## src/rtl/sprite_anim_if.sv

```systemverilog
// Handshake bundle between game logic and the sprite animation controller.
// Inputs come from the frame timer and game core; outputs feed sprite ROM muxes.
interface sprite_anim_if #(
  parameter int LW = 2,
  parameter int EW = 1
);
  logic          frame_tick;
  logic          enable;
  logic [7:0]    enemy_period;
  logic          cannon_hit;
  logic [1:0]    choose_cannon;
  logic [LW-1:0] choose_laser;
  logic [EW-1:0] enemy_frame;
  logic          enemy_step;
  logic          cannon_busy;
  logic          respawn_done;

  modport master (
    output frame_tick, enable, enemy_period, cannon_hit,
    input  choose_cannon, choose_laser, enemy_frame,
    input  enemy_step, cannon_busy, respawn_done
  );

  modport slave (
    input  frame_tick, enable, enemy_period, cannon_hit,
    output choose_cannon, choose_laser, enemy_frame,
    output enemy_step, cannon_busy, respawn_done
  );
endinterface

```

## src/rtl/sprite_anim_ctrl.sv

```systemverilog
// Frame-tick driven sprite animation: enemy march, laser cycle,
// and cannon explode/respawn sequencing. All outputs registered.
module sprite_anim_ctrl #(
  parameter int ENEMY_FRAMES   = 2,
  parameter int LASER_FRAMES   = 4,
  parameter int LASER_PERIOD   = 4,
  parameter int EXPLODE_PERIOD = 8,
  parameter int EXPLODE_STEPS  = 6,
  parameter int RESPAWN_TICKS  = 60
) (
  input logic         Clk,
  input logic         Reset,
  sprite_anim_if.slave bus
);
  localparam int LW   = $clog2(LASER_FRAMES);
  localparam int EW   = $clog2(ENEMY_FRAMES);
  localparam int LPW  = $clog2(LASER_PERIOD + 1);
  localparam int TMAX = (EXPLODE_PERIOD > RESPAWN_TICKS)
                      ? EXPLODE_PERIOD : RESPAWN_TICKS;
  localparam int TW   = $clog2(TMAX + 1);
  localparam int SW   = $clog2(EXPLODE_STEPS + 1);

  localparam logic [EW-1:0]  EMAX = EW'(ENEMY_FRAMES - 1);
  localparam logic [LW-1:0]  LMAX = LW'(LASER_FRAMES - 1);
  localparam logic [LPW-1:0] LPMX = LPW'(LASER_PERIOD - 1);
  localparam logic [TW-1:0]  TEXP = TW'(EXPLODE_PERIOD - 1);
  localparam logic [TW-1:0]  TRSP = TW'(RESPAWN_TICKS - 1);
  localparam logic [SW-1:0]  SLST = SW'(EXPLODE_STEPS - 1);

  typedef enum logic [1:0] {
    S_NORMAL,
    S_EXPLODE,
    S_RESPAWN
  } state_t;

  logic           w_tick;
  logic [7:0]     w_eper;
  logic           w_ewrap;
  logic [7:0]     r_ecnt;
  logic [EW-1:0]  r_eframe;
  logic           r_estep;
  logic [LPW-1:0] r_lcnt;
  logic [LW-1:0]  r_laser;

  state_t         r_state, w_state_nxt;
  logic [TW-1:0]  r_tcnt, w_tcnt_nxt;
  logic [SW-1:0]  r_step, w_step_nxt;
  logic [1:0]     r_cannon, w_cannon_nxt;
  logic           r_busy, w_busy_nxt;
  logic           r_done, w_done_nxt;

  assign w_tick  = bus.frame_tick & bus.enable;
  assign w_eper  = (bus.enemy_period == 8'd0) ? 8'd1 : bus.enemy_period;
  // >= rather than == so a lowered period steps at once instead of wrapping
  assign w_ewrap = (r_ecnt >= (w_eper - 8'd1));

  always_ff @(posedge Clk) begin
    if (Reset) begin
      r_ecnt   <= '0;
      r_eframe <= '0;
      r_estep  <= 1'b0;
      r_lcnt   <= '0;
      r_laser  <= '0;
    end else begin
      r_estep <= 1'b0;
      if (w_tick) begin
        if (w_ewrap) begin
          r_ecnt   <= '0;
          r_eframe <= (r_eframe == EMAX) ? '0 : r_eframe + 1'b1;
          r_estep  <= 1'b1;
        end else begin
          r_ecnt <= r_ecnt + 8'd1;
        end
        if (r_lcnt == LPMX) begin
          r_lcnt  <= '0;
          r_laser <= (r_laser == LMAX) ? '0 : r_laser + 1'b1;
        end else begin
          r_lcnt <= r_lcnt + 1'b1;
        end
      end
    end
  end

  always_ff @(posedge Clk) begin
    if (Reset) begin
      r_state  <= S_NORMAL;
      r_tcnt   <= '0;
      r_step   <= '0;
      r_cannon <= 2'd0;
      r_busy   <= 1'b0;
      r_done   <= 1'b0;
    end else begin
      r_state  <= w_state_nxt;
      r_tcnt   <= w_tcnt_nxt;
      r_step   <= w_step_nxt;
      r_cannon <= w_cannon_nxt;
      r_busy   <= w_busy_nxt;
      r_done   <= w_done_nxt;
    end
  end

  always_comb begin
    w_state_nxt = r_state;
    w_tcnt_nxt  = r_tcnt;
    w_step_nxt  = r_step;
    w_done_nxt  = 1'b0;
    unique case (r_state)
      S_NORMAL: begin
        if (bus.cannon_hit) begin
          w_state_nxt = S_EXPLODE;
          w_tcnt_nxt  = '0;
          w_step_nxt  = '0;
        end
      end
      S_EXPLODE: begin
        if (w_tick) begin
          if (r_tcnt == TEXP) begin
            w_tcnt_nxt = '0;
            if (r_step == SLST) begin
              w_state_nxt = S_RESPAWN;
              w_step_nxt  = '0;
            end else begin
              w_step_nxt = r_step + 1'b1;
            end
          end else begin
            w_tcnt_nxt = r_tcnt + 1'b1;
          end
        end
      end
      S_RESPAWN: begin
        if (w_tick) begin
          if (r_tcnt == TRSP) begin
            w_state_nxt = S_NORMAL;
            w_tcnt_nxt  = '0;
            w_done_nxt  = 1'b1;
          end else begin
            w_tcnt_nxt = r_tcnt + 1'b1;
          end
        end
      end
      default: begin
        w_state_nxt = S_NORMAL;
        w_tcnt_nxt  = '0;
        w_step_nxt  = '0;
      end
    endcase
  end

  always_comb begin
    w_cannon_nxt = 2'd0;
    w_busy_nxt   = (w_state_nxt != S_NORMAL);
    unique case (w_state_nxt)
      S_EXPLODE: w_cannon_nxt = w_step_nxt[0] ? 2'd2 : 2'd1;
      S_RESPAWN: w_cannon_nxt = 2'd3;
      default:   w_cannon_nxt = 2'd0;
    endcase
  end

  assign bus.choose_cannon = r_cannon;
  assign bus.choose_laser  = r_laser;
  assign bus.enemy_frame   = r_eframe;
  assign bus.enemy_step    = r_estep;
  assign bus.cannon_busy   = r_busy;
  assign bus.respawn_done  = r_done;
endmodule

```

## src/flat_wrapper.sv

```systemverilog
// flat-port wrapper written by rule: the top's interface ports become plain ports
module sprite_anim_ctrl_flat 
#(
  parameter int ENEMY_FRAMES   = 2,
  parameter int LASER_FRAMES   = 4,
  parameter int LASER_PERIOD   = 4,
  parameter int EXPLODE_PERIOD = 8,
  parameter int EXPLODE_STEPS  = 6,
  parameter int RESPAWN_TICKS  = 60
)
  (Clk, Reset, bus_frame_tick, bus_enable, bus_enemy_period, bus_cannon_hit, bus_choose_cannon, bus_choose_laser, bus_enemy_frame, bus_enemy_step, bus_cannon_busy, bus_respawn_done);
  sprite_anim_if bus_i ();
  input logic Clk;
  input logic Reset;
  input wire logic [$bits(bus_i.frame_tick)-1:0] bus_frame_tick;
  input wire logic [$bits(bus_i.enable)-1:0] bus_enable;
  input wire logic [$bits(bus_i.enemy_period)-1:0] bus_enemy_period;
  input wire logic [$bits(bus_i.cannon_hit)-1:0] bus_cannon_hit;
  output wire logic [$bits(bus_i.choose_cannon)-1:0] bus_choose_cannon;
  output wire logic [$bits(bus_i.choose_laser)-1:0] bus_choose_laser;
  output wire logic [$bits(bus_i.enemy_frame)-1:0] bus_enemy_frame;
  output wire logic [$bits(bus_i.enemy_step)-1:0] bus_enemy_step;
  output wire logic [$bits(bus_i.cannon_busy)-1:0] bus_cannon_busy;
  output wire logic [$bits(bus_i.respawn_done)-1:0] bus_respawn_done;
  assign bus_i.frame_tick = bus_frame_tick;
  assign bus_i.enable = bus_enable;
  assign bus_i.enemy_period = bus_enemy_period;
  assign bus_i.cannon_hit = bus_cannon_hit;
  assign bus_choose_cannon = bus_i.choose_cannon;
  assign bus_choose_laser = bus_i.choose_laser;
  assign bus_enemy_frame = bus_i.enemy_frame;
  assign bus_enemy_step = bus_i.enemy_step;
  assign bus_cannon_busy = bus_i.cannon_busy;
  assign bus_respawn_done = bus_i.respawn_done;
  sprite_anim_ctrl #(.ENEMY_FRAMES(ENEMY_FRAMES), .LASER_FRAMES(LASER_FRAMES), .LASER_PERIOD(LASER_PERIOD), .EXPLODE_PERIOD(EXPLODE_PERIOD), .EXPLODE_STEPS(EXPLODE_STEPS), .RESPAWN_TICKS(RESPAWN_TICKS)) u_core (.Clk(Clk), .Reset(Reset), .bus(bus_i));
endmodule
```

## config.mk

```make
export PLATFORM = sky130hd
export DESIGN_NAME = sprite_anim_ctrl_flat
export DESIGN_NICKNAME = d
export VERILOG_FILES = /design/src/rtl/sprite_anim_if.sv /design/src/rtl/sprite_anim_ctrl.sv /design/src/flat_wrapper.sv
export SDC_FILE = /design/constraint.sdc
export NUM_CORES = 1
export LEC_CHECK = 0
export ABC_AREA = 1
export BUFFER_PORTS_ARGS = -buffer_cell sky130_fd_sc_hd__buf_2
export CORE_MARGIN = 2
export CORE_UTILIZATION = 50
export CTS_CLUSTER_DIAMETER = 50
export DETAILED_ROUTE_END_ITERATION = 8
export PLACE_DENSITY = 0.75
export SLEW_MARGIN = 30
export SYNTH_ARGS = -nofsm -noshare
export SYNTH_HDL_FRONTEND = slang
export SYNTH_SLANG_ARGS = --single-unit
```

## constraint.sdc

```tcl
create_clock -name Clk -period 4.6 [get_ports Clk]
set_input_delay 0.23 -clock Clk [delete_from_list [all_inputs] [get_ports Clk]]
set_output_delay 0.23 -clock Clk [all_outputs]
set_load 0.01 [all_outputs]
```

==> qor.csv <==
stage;metric;value;unit
placement;pre-CTS setup slack;1.958;ns
synth;Post-Syn Instances;247;
global_routing;largest net degree at the start of global routing;14;
sta;Least-Margin Pin Slew;0.4293;ns
die;Die Y;65.15;µm
synth;post-synth net total;280;
worst_setup_path;crit-path cells;buf_2 -> nor2_1 -> nand2_1 -> o21bai_1 -> inv_1 -> ha_1 -> nand2_1 -> nor3_1 -> xor2_1 -> inv_1 -> ha_1 -> nand2_1 -> nor2_1 -> nand4_1 -> nand3_1 -> nand2_1 -> nand2_1 -> nor2_1;
sta;TNS Setup;0;ns
synth;EDFF count, synth;0;
worst_setup_path;critical path arrival;2.50;ns
worst_setup_path;flop-to-flop setup slack;2.75;ns
die;core footprint;3633;µm²
clocking;CTS Buf Count;5;
die;std cell rows;22;
placement;routability congestion estimate;0.7655;
synth;sequential area share after synthesis;32.13;%
route;WL per Instance;10.09;µm
layout;ant diodes;0;
power;Lkg Pwr;1.013;nW
placement;final HPWL from detailed placement;2510;µm
power;VDD IR max;0.1780;mV
worst_setup_path;worst flop-to-flop path endpoint;u_core.bus.choose_cannon[1];
clocking;Clk Latency, worst-skew pair;0.29;ns
clocking;CTS Root Cell;clkbuf_8;
clocking;H-tree lvl count;2;
placement;placed cell count;312;
worst_setup_path;Worst path depth;18;
synth;#FFs+latches synth;30;
hold_path;class of the worst hold path;primary input to flop;
route;routed vias/inst;4.719;
sta;post-route setup slack;2.279;ns
synth;FFs w/ async S/R, synth;0;%
sta;relative slew slack;71.35;%
route;Total Wirelength;3230;µm
route;TritonRoute pass-1 iters;5;
global_routing;first-pass GRT wire length;5754;µm
clocking;Worst-path clk slew;0.06;ns
clocking;postcts setup bufs;0;
worst_setup_path;Worst path slowest cell;ha_1;
worst_setup_path;max incr delay on CP;0.27;ns
route;total number of vias;1510;
global_routing;GRT Total Usage;17.93;%
clocking;clk sink count;30;
sta;pins over their slew limit;0;
sta;unrepaired setup endpoints after global routing;false;
worst_setup_path;worst r2r path cells;9;
worst_setup_path;CP startpoint kind;primary input;
sta;Final Hold Viols;0;
clocking;CTS tree;built;
die;Die Width;65.15;µm
sta;fin crit share;50.46;%
synth;Netlist Area Pre-Place;1869;µm²
run;Max Cap Viol;0;
sta;clk_skew;0.004711;ns
worst_setup_path;cell mode on critical path;nand2_1;
route;initial drt markers;39;
clocking;Resize count post-CTS;0;
power;pwr dens;269.7;nW/µm²
worst_setup_path;Crit path buffers/inverters;3;
worst_setup_path;Setup Crit Path Kind;primary input to flop;
run_status;status;completed;
worst_setup_path;Critical path origin;bus_enemy_period[3];
global_routing;vias in the first global route;1404;
worst_setup_path;reg2reg start;u_core.r_tcnt[0];
die;initial core utilization;51.45;%
placement;Placement Cell Area;2009;µm²
sta;Setup-failing EPs final;0;
worst_setup_path;delay-heaviest family, CP;simple AND/OR/NAND/NOR gates;
layout;Fill cells;344;
global_routing;grt ovf;0;
sta;max frequency;430.8;MHz
clocking;buffer depth of the longest clock path;2;
sta;fin crit period;2.321;ns
clocking;Hold Buf Count CTS;0;
global_routing;initial antenna violation count;0;
worst_setup_path;CP max FO;7;
layout;design area;2101;µm²
synth;distinct cell type count after synthesis;34;
die;I/O Pins;21;
route;Final ANT Viol Nets;0;
synth;syn avg cell area;7.568;µm²
layout;Non-Filler Instances;320;
placement;Buffers on Ports;20;
layout;synthesis-to-finish area growth;12.38;%
worst_setup_path;Req. time, crit path;4.77;ns
synth;top_reg_cell synth;dfxtp_1;
synth;Synth warnings;0;
worst_setup_path;crit path capture type;flop;
sta;Hold Worst Slack;0.2280;ns
worst_setup_path;Critical Path End;u_core.r_ecnt[4];
layout;layout net count;304;
layout;layout cell share with drive strength beyond 1;17.65;%
die;die area;4244;µm²
route;DRC;0;
## final cells by class
type	count	area [µm²]	share of cell area [%]
multi-input cells	177	1110	52.83
flip-flops and latches	30	600.6	28.59
inverters	37	138.9	6.611
repair buffers	20	100.1	4.765
clock buffers	7	86.33	4.110
well taps	48	60.06	2.859
clock inverters	1	5.005	0.2382
## cells by family (layout without fill, tap and decap cells)
logic type | Yosys count | in the layout | synth area share (%)
compound gates | 27 | 27 | 8.769
xor+xnor | 13 | 13 | 6.091
fa+ha+maj | 20 | 20 | 13.39
buf+inv | 40 | 65 | 8.501
flops | 30 | 30 | 32.13
simple gates | 117 | 117 | 31.12
## worst min-delay path by stage
stage | slack (ns) | endpoint | depth (start not counted) | start
6_report | 0.23 | u_core.bus.cannon_busy | 2 | Reset
2_1_floorplan | 0.44 | u_core.r_lcnt[0] | 1 | u_core.r_lcnt[0]
4_1_cts | 0.23 | u_core.bus.cannon_busy | 2 | Reset
3_3_place_gp | 0.46 | u_core.r_lcnt[1] | 2 | u_core.r_lcnt[1]
5_1_grt | 0.23 | u_core.bus.cannon_busy | 2 | Reset
3_5_place_dp | 0.47 | u_core.r_lcnt[1] | 2 | u_core.r_lcnt[1]
## flip-flops by register name, indices dropped and copies added, names as in the netlist
register                  cells
u_core.bus.cannon_busy        1
u_core.bus.choose_cannon      2
u_core.bus.choose_laser       2
u_core.bus.enemy_frame        1
u_core.bus.enemy_step         1
u_core.bus.respawn_done       1
u_core.r_ecnt                 8
u_core.r_lcnt                 3
u_core.r_state                2
u_core.r_step                 3
u_core.r_tcnt                 6
## per-stage QoR
step | total power [mW] | util (%)
global placement | 0.3533 | 55.30
detailed placement | 0.3548 | 55.30
floorplan | 0.3350 | -
finish | 0.5666 | 57.82
global route | 0.5981 | 57.82
CTS | 0.5756 | 57.82
## cells in the final DEF, fill, tap and decap left out, drive strengths merged
cell     Yosys  final
o2111ai      1      1
nand4        6      6
nand3       19     19
o41ai        1      1
xor2         7      7
xnor2        6      6
nand3b       1      1
dfxtp       30     30
a211oi       1      1
buf          2     20
clkbuf       1      7
o211ai       2      2
nor2        37     37
o21bai       1      1
nor3         5      5
or2          1      1
o211a        1      1
a21oi       13     13
nand2       48     48
o21ai        6      6
clkinv       0      1
inv         37     37
a21o         1      1
ha          20     20
## layer usage
metal	part of all wire [%]	track usage, %
met4	1.9	8.854
met2	46	29.51
met1	49	20.79
met5	0	0
met3	3.4	6.164
## Yosys cell counts (2+ instances only)
cell | n | area, µm²
nand4_1 | 6 | 37.54
o211ai_1 | 2 | 15.01
o21ai_0 | 2 | 10.01
nor3_1 | 2 | 10.01
nand2_2 | 4 | 25.02
inv_2 | 2 | 7.510
nor3_2 | 2 | 20.02
ha_1 | 20 | 250.2
o21ai_1 | 3 | 15.01
xor2_1 | 7 | 61.31
inv_1 | 35 | 131.4
a21oi_1 | 13 | 65.06
nand3_1 | 16 | 80.08
nor2_1 | 31 | 116.4
xnor2_1 | 6 | 52.55
nand2_1 | 43 | 161.4
nand3_2 | 3 | 30.03
nor2_4 | 2 | 22.52
nor2_2 | 4 | 25.02
dfxtp_1 | 30 | 600.6
## report_power, final
group	total [mW]	internal (mW)	switching (mW)
logic	0.0782	0.0294	0.0488
registers	0.270	0.266	0.00440
clock network	0.218	0.120	0.0976
No activity file was read; power rests on OpenSTA's default activity.
